## src/rtl/block_code_pkg.sv

```systemverilog
// Shared types and constants for the block-code decoder front end.
// Contents:
//   frame_state_t  frame scheduler state encoding
//   CODE_LEN_W     width of a code-length command
//   DEF_*          default stream/frame geometry
//   code_len_ok()  legality test for a code-length command
package block_code_pkg;

  localparam int CODE_LEN_W      = 8;
  localparam int DEF_DATA_WIDTH  = 8;
  localparam int DEF_NUM_SYMBOLS = 20;

  typedef enum logic [2:0] {
    IDLE,
    LOAD,
    STREAM,
    PAD,
    FLUSH,
    WAIT_DONE
  } frame_state_t;

  // A command is usable when it is non-zero and no larger than the
  // decoder's largest supported code length.
  function automatic logic code_len_ok(input logic [CODE_LEN_W-1:0] len,
                                       input int max_len);
    return (len != '0) && (int'(len) <= max_len);
  endfunction

endpackage

```

## src/rtl/block_code_cfg_fifo.sv

```systemverilog
// Synchronous command FIFO holding per-frame code-length commands.
// Ports:
//   clk, rst      clock, synchronous active-high reset (empties the FIFO)
//   push          write request (ignored while full)
//   push_data     command to write
//   pop           read request (ignored while empty)
//   pop_data      head-of-queue command (valid while !empty)
//   full, empty   occupancy flags
// A push and a pop in the same cycle are both honoured.
module block_code_cfg_fifo
  import block_code_pkg::*;
#(
  parameter int DEPTH = 4,
  parameter int WIDTH = CODE_LEN_W
) (
  input  logic             clk,
  input  logic             rst,
  input  logic             push,
  input  logic [WIDTH-1:0] push_data,
  input  logic             pop,
  output logic [WIDTH-1:0] pop_data,
  output logic             full,
  output logic             empty
);

  localparam int AW = $clog2(DEPTH);
  localparam logic [AW:0] PTR_ONE = (AW+1)'(1);

  logic [WIDTH-1:0] mem [DEPTH];
  // Pointers carry one extra wrap bit to tell full from empty.
  logic [AW:0] wr_ptr;
  logic [AW:0] rd_ptr;
  logic        do_push;
  logic        do_pop;

  assign do_push = push & ~full;
  assign do_pop  = pop & ~empty;

  always_ff @(posedge clk) begin
    if (rst) begin
      wr_ptr <= '0;
      rd_ptr <= '0;
    end else begin
      if (do_push) wr_ptr <= wr_ptr + PTR_ONE;
      if (do_pop)  rd_ptr <= rd_ptr + PTR_ONE;
    end
  end

  always_ff @(posedge clk) begin
    if (do_push) mem[wr_ptr[AW-1:0]] <= push_data;
  end

  assign pop_data = mem[rd_ptr[AW-1:0]];
  assign empty    = (wr_ptr == rd_ptr);
  assign full     = (wr_ptr[AW] != rd_ptr[AW]) &&
                    (wr_ptr[AW-1:0] == rd_ptr[AW-1:0]);

endmodule

```

## src/rtl/block_code_frame_ctrl.sv

```systemverilog
// Frame scheduler in front of the block-code decoder.
// Queues code-length commands, holds the decoder's code length for a whole
// frame, gates the upstream symbol stream into frames of exactly
// NUM_SYMBOLS beats (generating the decoder tlast), waits for the decoder
// to finish each frame, and repairs malformed upstream frames.
// Ports:
//   clk, rst                  clock, synchronous active-high reset
//   cfg_tdata/tvalid/tready   code-length command stream
//   s_axis_*                  upstream symbol stream
//   dec_tdata/tvalid/tready/tlast  symbol stream into the decoder
//   dec_code_length           code length presented to the decoder
//   dec_done_tvalid/tlast     decoder output handshake (end of frame)
//   busy                      scheduler is not idle
//   frame_err                 1-cycle pulse: tlast mismatch or timeout
//   cfg_err                   1-cycle pulse: command rejected
//   frames_done               completed-frame counter (wraps)
module block_code_frame_ctrl
  import block_code_pkg::*;
#(
  parameter int DATA_WIDTH     = DEF_DATA_WIDTH,
  parameter int NUM_SYMBOLS    = DEF_NUM_SYMBOLS,
  parameter int CFG_DEPTH      = 4,
  parameter int MAX_CODE_LEN   = 31,
  parameter int TIMEOUT_CYCLES = 1024
) (
  input  logic                  clk,
  input  logic                  rst,
  input  logic [CODE_LEN_W-1:0] cfg_tdata,
  input  logic                  cfg_tvalid,
  output logic                  cfg_tready,
  input  logic [DATA_WIDTH-1:0] s_axis_tdata,
  input  logic                  s_axis_tvalid,
  output logic                  s_axis_tready,
  input  logic                  s_axis_tlast,
  output logic [DATA_WIDTH-1:0] dec_tdata,
  output logic                  dec_tvalid,
  input  logic                  dec_tready,
  output logic                  dec_tlast,
  output logic [CODE_LEN_W-1:0] dec_code_length,
  input  logic                  dec_done_tvalid,
  input  logic                  dec_done_tlast,
  output logic                  busy,
  output logic                  frame_err,
  output logic                  cfg_err,
  output logic [15:0]           frames_done
);

  // A one-symbol frame still needs a 1-bit counter.
  localparam int CNT_W = (NUM_SYMBOLS > 1) ? $clog2(NUM_SYMBOLS) : 1;
  localparam int TMR_W = $clog2(TIMEOUT_CYCLES + 1);
  localparam logic [CNT_W-1:0] CNT_LAST = CNT_W'(NUM_SYMBOLS - 1);
  localparam logic [CNT_W-1:0] CNT_ONE  = CNT_W'(1);
  localparam logic [TMR_W-1:0] TMR_LAST = TMR_W'(TIMEOUT_CYCLES - 1);
  localparam logic [TMR_W-1:0] TMR_ONE  = TMR_W'(1);

  frame_state_t          state;
  frame_state_t          state_nxt;
  logic [CNT_W-1:0]      cnt;
  logic [CNT_W-1:0]      cnt_nxt;
  logic [TMR_W-1:0]      tmr;
  logic                  is_last;
  logic                  fifo_pop;
  logic                  fifo_full;
  logic                  fifo_empty;
  logic [CODE_LEN_W-1:0] fifo_head;
  logic                  load_len;
  logic                  done_evt;
  logic                  frame_err_nxt;
  logic                  cfg_err_nxt;
  logic                  frame_err_p1;
  logic                  cfg_err_p1;
  logic [CODE_LEN_W-1:0] code_len_q;
  logic [15:0]           frames_q;

  block_code_cfg_fifo #(
    .DEPTH (CFG_DEPTH),
    .WIDTH (CODE_LEN_W)
  ) u_cfg_fifo (
    .clk       (clk),
    .rst       (rst),
    .push      (cfg_tvalid),
    .push_data (cfg_tdata),
    .pop       (fifo_pop),
    .pop_data  (fifo_head),
    .full      (fifo_full),
    .empty     (fifo_empty)
  );

  assign is_last = (cnt == CNT_LAST);

  always_comb begin
    state_nxt     = state;
    cnt_nxt       = cnt;
    fifo_pop      = 1'b0;
    load_len      = 1'b0;
    done_evt      = 1'b0;
    frame_err_nxt = 1'b0;
    cfg_err_nxt   = 1'b0;
    s_axis_tready = 1'b0;
    dec_tvalid    = 1'b0;
    dec_tdata     = '0;
    dec_tlast     = 1'b0;
    unique case (state)
      IDLE: begin
        if (!fifo_empty) begin
          fifo_pop = 1'b1;
          if (code_len_ok(fifo_head, MAX_CODE_LEN)) begin
            load_len  = 1'b1;
            state_nxt = LOAD;
          end else begin
            cfg_err_nxt = 1'b1;
          end
        end
      end
      // One idle cycle lets the decoder absorb the new code length.
      LOAD: state_nxt = STREAM;
      STREAM: begin
        dec_tdata     = s_axis_tdata;
        dec_tvalid    = s_axis_tvalid;
        s_axis_tready = dec_tready;
        dec_tlast     = is_last;
        if (s_axis_tvalid && dec_tready) begin
          cnt_nxt = is_last ? '0 : cnt + CNT_ONE;
          if (is_last) begin
            if (s_axis_tlast) begin
              state_nxt = WAIT_DONE;
            end else begin
              // Upstream frame is too long: drop the rest of it.
              frame_err_nxt = 1'b1;
              state_nxt     = FLUSH;
            end
          end else if (s_axis_tlast) begin
            // Upstream frame is too short: fill the rest with zeros.
            frame_err_nxt = 1'b1;
            state_nxt     = PAD;
          end
        end
      end
      PAD: begin
        dec_tvalid = 1'b1;
        dec_tlast  = is_last;
        if (dec_tready) begin
          cnt_nxt = is_last ? '0 : cnt + CNT_ONE;
          if (is_last) state_nxt = WAIT_DONE;
        end
      end
      FLUSH: begin
        s_axis_tready = 1'b1;
        if (s_axis_tvalid && s_axis_tlast) state_nxt = WAIT_DONE;
      end
      WAIT_DONE: begin
        if (dec_done_tvalid && dec_done_tlast) begin
          done_evt  = 1'b1;
          state_nxt = IDLE;
        end else if (tmr == TMR_LAST) begin
          frame_err_nxt = 1'b1;
          state_nxt     = IDLE;
        end
      end
      default: state_nxt = IDLE;
    endcase
  end

  always_ff @(posedge clk) begin
    if (rst) begin
      state        <= IDLE;
      cnt          <= '0;
      tmr          <= '0;
      code_len_q   <= '0;
      frames_q     <= '0;
      frame_err_p1 <= 1'b0;
      cfg_err_p1   <= 1'b0;
    end else begin
      state        <= state_nxt;
      cnt          <= cnt_nxt;
      // Timer runs only while staying in WAIT_DONE; cleared everywhere else.
      tmr          <= (state == WAIT_DONE && state_nxt == WAIT_DONE) ?
                      tmr + TMR_ONE : '0;
      if (load_len) code_len_q <= fifo_head;
      if (done_evt) frames_q   <= frames_q + 16'd1;
      frame_err_p1 <= frame_err_nxt;
      cfg_err_p1   <= cfg_err_nxt;
    end
  end

  assign cfg_tready      = ~fifo_full;
  assign dec_code_length = code_len_q;
  assign busy            = (state != IDLE);
  assign frame_err       = frame_err_p1;
  assign cfg_err         = cfg_err_p1;
  assign frames_done     = frames_q;

endmodule

```

## config.mk

```make
export PLATFORM = sky130hd
export DESIGN_NAME = block_code_frame_ctrl
export DESIGN_NICKNAME = d
export VERILOG_FILES = /design/src/rtl/block_code_pkg.sv /design/src/rtl/block_code_cfg_fifo.sv /design/src/rtl/block_code_frame_ctrl.sv
export SDC_FILE = /design/constraint.sdc
export NUM_CORES = 1
export LEC_CHECK = 0
export ABC_CLOCK_PERIOD_IN_PS = 2850
export CAP_MARGIN = 20
export CELL_PAD_IN_SITES_DETAIL_PLACEMENT = 1
export CELL_PAD_IN_SITES_GLOBAL_PLACEMENT = 1
export CORE_MARGIN = 4
export CORE_UTILIZATION = 45
export DETAILED_ROUTE_END_ITERATION = 10
export PLACE_DENSITY_LB_ADDON = 0.1
export SYNTH_ARGS = -nofsm -noshare
export SYNTH_HDL_FRONTEND = slang
export SYNTH_SLANG_ARGS = --single-unit
export TNS_END_PERCENT = 1
```

## constraint.sdc

```tcl
create_clock -name clk -period 2.85 [get_ports clk]
set_input_delay 0.285 -clock clk [delete_from_list [all_inputs] [get_ports clk]]
set_output_delay 0.285 -clock clk [all_outputs]
set_load 0.01 [all_outputs]
```

# == Yosys cells after proc, flatten, opt, wreduce, memory -nomap -nowiden ==
# Memories as Yosys holds them, arrays and structs flattened. A register that Yosys moved wholly into a read port is not among the register bits.
# Index checks and enable logic that the tools add are counted.
# word_totals
regBits,51
ramBits,32
in_bits,24
out_inout_bits,39
elab_cells,88
n_memories,1
# op_classes
add_sub_neg,5
magnitude_cmp,1
n_eq_ne,13
n_mux,39
n_bitwise,6
reduce_logical,14
# memory_table
memory,words,width,rd,rd_clocked_by_memory_dff,wr,line_no,source
u_cfg_fifo.mem,4,8,1,1,1,block_code_cfg_fifo.sv:29,logic [WIDTH-1:0] mem [DEPTH];
# op_table
cell,n
$mux W3,10
$mux W1,18
$pmux W3 S6,1
$add A16 B1 Y16 const B,1
$mux W5,3
$add A11 B1 Y11 const B,1
$eq A11 B10 Y1 const B,1
$pmux W5 S2,1
$eq A3 B3 Y1 const B,3
$le A8 B5 Y1 const B,1
$mux W8,1
$reduce_bool A8 Y1,1
$add A3 B1 Y3 const B,2
$eq A3 B2 Y1 const B,2
$logic_and A1 B1 Y1,6
$pmux W1 S2,3
$add A5 B1 Y5 const B,1
$eq A5 B5 Y1 const B,1
$mux W2,2
$ne A2 B2 Y1 const B,2
$not A1 Y1,4
$reduce_or A2 Y1,2
$eq A3 B1 Y1 const B,1
$eq A3 B3 Y1,1
other kinds (8),9

# == Logic depth before layout (Yosys ltp) ==
# logic_depth
ltp_word,9
ltp_mapped,7
ltp_nobuf,5

# == Hierarchy ==
# A second synthesis with hierarchy kept.
# unflattened
hier_cells,354
area_unflattened_um2,3839.9
# by_module_without_submodules
module,instances,cells_per_inst,area_each_um2,seq_area_each_um2
block_code_frame_ctrl,1,244,2108.3,900.9
block_code_cfg_fifo,1,110,1731.7,1121.1

# == Worst setup path after synthesis ==
# OpenSTA, ideal clock, no wires.
# synth_path
path_kind,reg-to-reg
start,reg with a tool-made name
end,reg cfg_err_p1 (netlist: cfg_err)
setup_ns,0.088
t_arrival_ns,1.816
required_time_ns,2.762
path_slack_ns,0.946
stages_incl_launch_ff,6
path_buffers,1
synth_period_minus_slack_ns,1.904
cell_sequence,dfxtp_1 buf_4 mux4_1 nor4_4 nand2_1 a311oi_2
# synth_lines
element,line_no,source
end signal: assignment,block_code_frame_ctrl.sv:182,cfg_err_p1 <= cfg_err_nxt;
end: declaration,block_code_frame_ctrl.sv:71,logic cfg_err_p1;

# == Worst setup path in the final report ==
# layout_path
start,reg state[1]
end,out s_axis_tready
# layout_between
elab_chain_cells,2
elab_cells_between_ends,3
classes_between,eq/ne (2); mux (1)
# layout_rtl
element,line_no,source
start: declaration,block_code_frame_ctrl.sv:56,frame_state_t state;
start signal: assignment,block_code_frame_ctrl.sv:174,state <= state_nxt;
$eq A3 B3 Y1 / $eq A3 B2 Y1 (equally long branches),block_code_frame_ctrl.sv:103,unique case (state)
$pmux W1 S2 (*),block_code_frame_ctrl.sv:103,
end: declaration,block_code_frame_ctrl.sv:33,"output logic s_axis_tready,"
# Mark *: on every way between the ends. The rest lies on a longest branch, timed or not.

==> flow_metrics.tcl <==
set metrics [dict create \
    status "finished clean" \
    nets 445 \
    fin_crit_ns 2.59 \
    postPlaceCellArea_um2 4530 \
    drive_gt1_share_pct 7.18 \
    intPower_w 0.00203 \
    drv_slew 0 \
    cp.arrival_ns 2.31 \
    critPathMaxStageDelay_ns 0.60 \
    finalWirelength_um 9130 \
    max_freq_mhz 386 \
    ys_ff_latch 85 \
    fillers 898 \
    dp.final_hpwl_um 6700 \
    p_per_area_nw_per_um2 640 \
    drc 0 \
    dieArea_um2 10100 \
    clock-skew-final_ns 0.0129 \
    cts_buffers 9 \
    grt_overflow 0 \
    crit_path_start_kind "flop" \
    place_congestion 0.770 \
    antenna_left 0 \
    swShare_pct 32.9 \
    start_util_pct 46.5 \
    ctsResizeCount 0 \
    p_clk_share_pct 28.2 \
    holdPathStages 2 \
    io_pins 63 \
    synth_top_cell_area_share_pct 27.6 \
    rows 33 \
    setup-violations-final 0 \
    ctsHtreeMaxLevel 3 \
    ctsHoldBuffers 0 \
    setup_tns_ns 0 \
    clk_pin_slew_ns 0.10 \
    cts.sinks 85 \
    yosys_warnings 0 \
    async_flop_share_pct 0 \
    num_vias 2965 \
    synth-edff-count 32 \
    synthTopCellsByArea "dfxtp_1, edfxtp_1, mux4_1" \
    synth_top_area_cell "dfxtp_1" \
    p_leak_nw 1.59 \
    holdPathEnd "dec_code_length[6]" \
    synth.most_common_cell "dfxtp_1" \
    first_pass_iters 4 \
    drtIter0Drc 170 \
    timing.slew.headroom_pct 39.8 \
    power_frac_comb_pct 23.7 \
    die_h_um 100 \
    rr_endpoint "cfg_err" \
    maxCapViolations 0 \
    hold_viol 0 \
    end_kind "output pin" \
    clockRootBuffer "clkbuf_8" \
    cp_slowest_cell "nor2b_1" \
    clock_latency_ns 0.37 \
    worstPathRequired_ns 2.57 \
    reg2reg_depth 4 \
    antenna_found_initial 0 \
    ys_seq_area_share_pct 52.6 \
    crit_fanout 13 \
    gr-usage-met3_pct 5.14 \
    path_class "reg -> out" \
    grt_pass1_vias 2968 \
    period_share_pct 91.0 \
    r2r_setup_slack_ns 0.58 \
    synthTopCellsByCount "dfxtp_1, edfxtp_1, nor2_1" \
    worst_slew_pin_slew_ns 0.896 \
    track_usage_pct 18.8 \
    synth_fp_nets 388 \
    fin_area_um2 4730 \
    diodes 0 \
    path_cells "nor2b_1 > nand2_1 > a21oi_1 > clkdlybuf4s50_1" \
    post_cts_buffers 0 \
    hp-class "reg -> reg" \
    met1_usage_pct 24.0 \
    syn_area_per_cell_um2 10.8 \
    p_sw_w 0.000995 \
    design.core.area_um2 8260 \
    synth_cell_types 54 \
    routedWlPerCell_um 17.5 \
    grt_start_max_net_pins 38 \
    rsz0062_at_grt "false" \
    synth_ff_type "dfxtp_1" \
    tritoncts "yes" \
    syn_inst 356 \
    grt_first_pass_wirelength_um 14900 \
    grt_use_met2_pct 32.2 \
    hp-start "dec_code_length[6]" \
    seq_power_share_pct 48.1 \
    synthesis.area_um2 3840 \
    viasPerCell 5.67 \
    grt-busiest-layer "met2" \
    fp.dieW_um 100 \
    ir_worst_vdd_uv 357 \
    areaGrowthSynthToFinish_pct 22.9 \
    portBuffers 62 \
    cts.path.max_buffers 2 \
]
## power by group through the flow
| stage | Combinational [W] | Sequential [W] | Clock, W |
|---|---|---|---|
| 2_1_floorplan | 0.000510 | 0.00143 | 0 |
| 3_3_place_gp | 0.000687 | 0.00148 | 0 |
| 3_5_place_dp | 0.000714 | 0.00148 | 0 |
| 4_1_cts | 0.000722 | 0.00146 | 0.000879 |
| 5_1_grt | 0.000779 | 0.00147 | 0.000938 |
| 6_report | 0.000717 | 0.00145 | 0.000853 |
## through the flow
step	util (%)	worst slack, ns	total power, W	std cells	hold slack [ns]
2_1_floorplan	-	0.946	0.00194	356	0.384
3_5_place_dp	54.8	0.589	0.00220	507	0.445
6_report	57.2	0.257	0.00302	523	0.459
5_1_grt	57.2	0.0679	0.00319	523	0.480
4_1_cts	57.2	0.259	0.00306	523	0.465
3_3_place_gp	54.8	0.700	0.00216	507	0.444
## sequential cells by signal, summed over array words and instances (netlist names), named ones only
signal / flops
cfg_err: 1
cnt: 5
dec_code_length: 8
frame_err: 1
frames_done: 16
state: 3
tmr: 11
u_cfg_fifo.mem: 32
u_cfg_fifo.rd_ptr: 3
u_cfg_fifo.wr_ptr: 3
## kinds of logic after synthesis
group	Yosys count	share of synthesized area (%)
buffers and inverters	28	3.32
AO/OA/AOI/OAI	61	10.2
multiplexers	10	4.33
adder cells (fa/ha/maj)	8	2.60
XOR/XNOR	22	5.01
AND/OR/NAND/NOR	142	21.9
flip-flops	85	52.6
## worst max path at each step
stage | from | end | slack (ns)
floorplan | flop | cfg_err | 0.95
global placement | flop | cfg_err | 0.70
detailed placement | flop | cfg_err | 0.59
CTS | state[1] | s_axis_tready | 0.26
global route | state[1] | s_axis_tready | 0.07
finish | state[1] | s_axis_tready | 0.26
## area by class of cell
class                   count  area (um^2)  area share (%)
clock buffers               9          124            2.62
clock inverters             7         73.8            1.56
inverters                   8         30.0           0.635
multi-input cells         243         1690            35.8
flip-flops and latches     85         2020            42.8
well taps                 105          131            2.78
repair buffers             66          651            13.8
## worst max-delay path, delay by kind of cell (launching register included)
| family | cells | cell delay [ns] |
|---|---|---|
| AOI/OAI and AO/OA | 1 | 0.18 |
| buffers and inverters | 1 | 0.56 |
| DFF | 1 | 0.50 |
| and+or+nand+nor | 2 | 0.72 |
## cells in the final DEF, fill, tap and decap left out, types with 2 or more instances in the layout
cell type,netlist,routed
dfxtp_1,53,53
nor4_1,5,5
or3_1,10,10
mux4_1,4,4
clkdlybuf4s50_1,0,62
mux2i_1,5,5
inv_8,0,2
buf_4,1,4
or2_2,3,3
ha_1,8,8
and3_1,10,10
nand3_1,15,15
a31oi_1,6,6
o31a_1,2,2
nand2_1,17,17
xor2_1,10,10
nor2_1,21,21
or4b_1,2,2
inv_6,0,3
o31ai_1,12,12
nor4b_1,2,2
nor3_1,13,13
clkbuf_8,0,9
edfxtp_1,32,32
inv_1,8,8
xnor2_1,12,12
nand2b_1,5,5
nand4_1,11,11
or4_1,6,6
and4_1,3,3
o21ai_0,9,9
a211oi_1,3,3
a21oi_1,20,20
and2_1,7,7
nand3b_1,2,2
## per-layer routing
metal  vias up  share of wire [%]
met2        60                 50
met1      1442                 44
met3         6                5.2
met4         0               0.60
li1       1457                  -
met5         -                  0
Note: power is estimated with default switching activity, not from simulation.
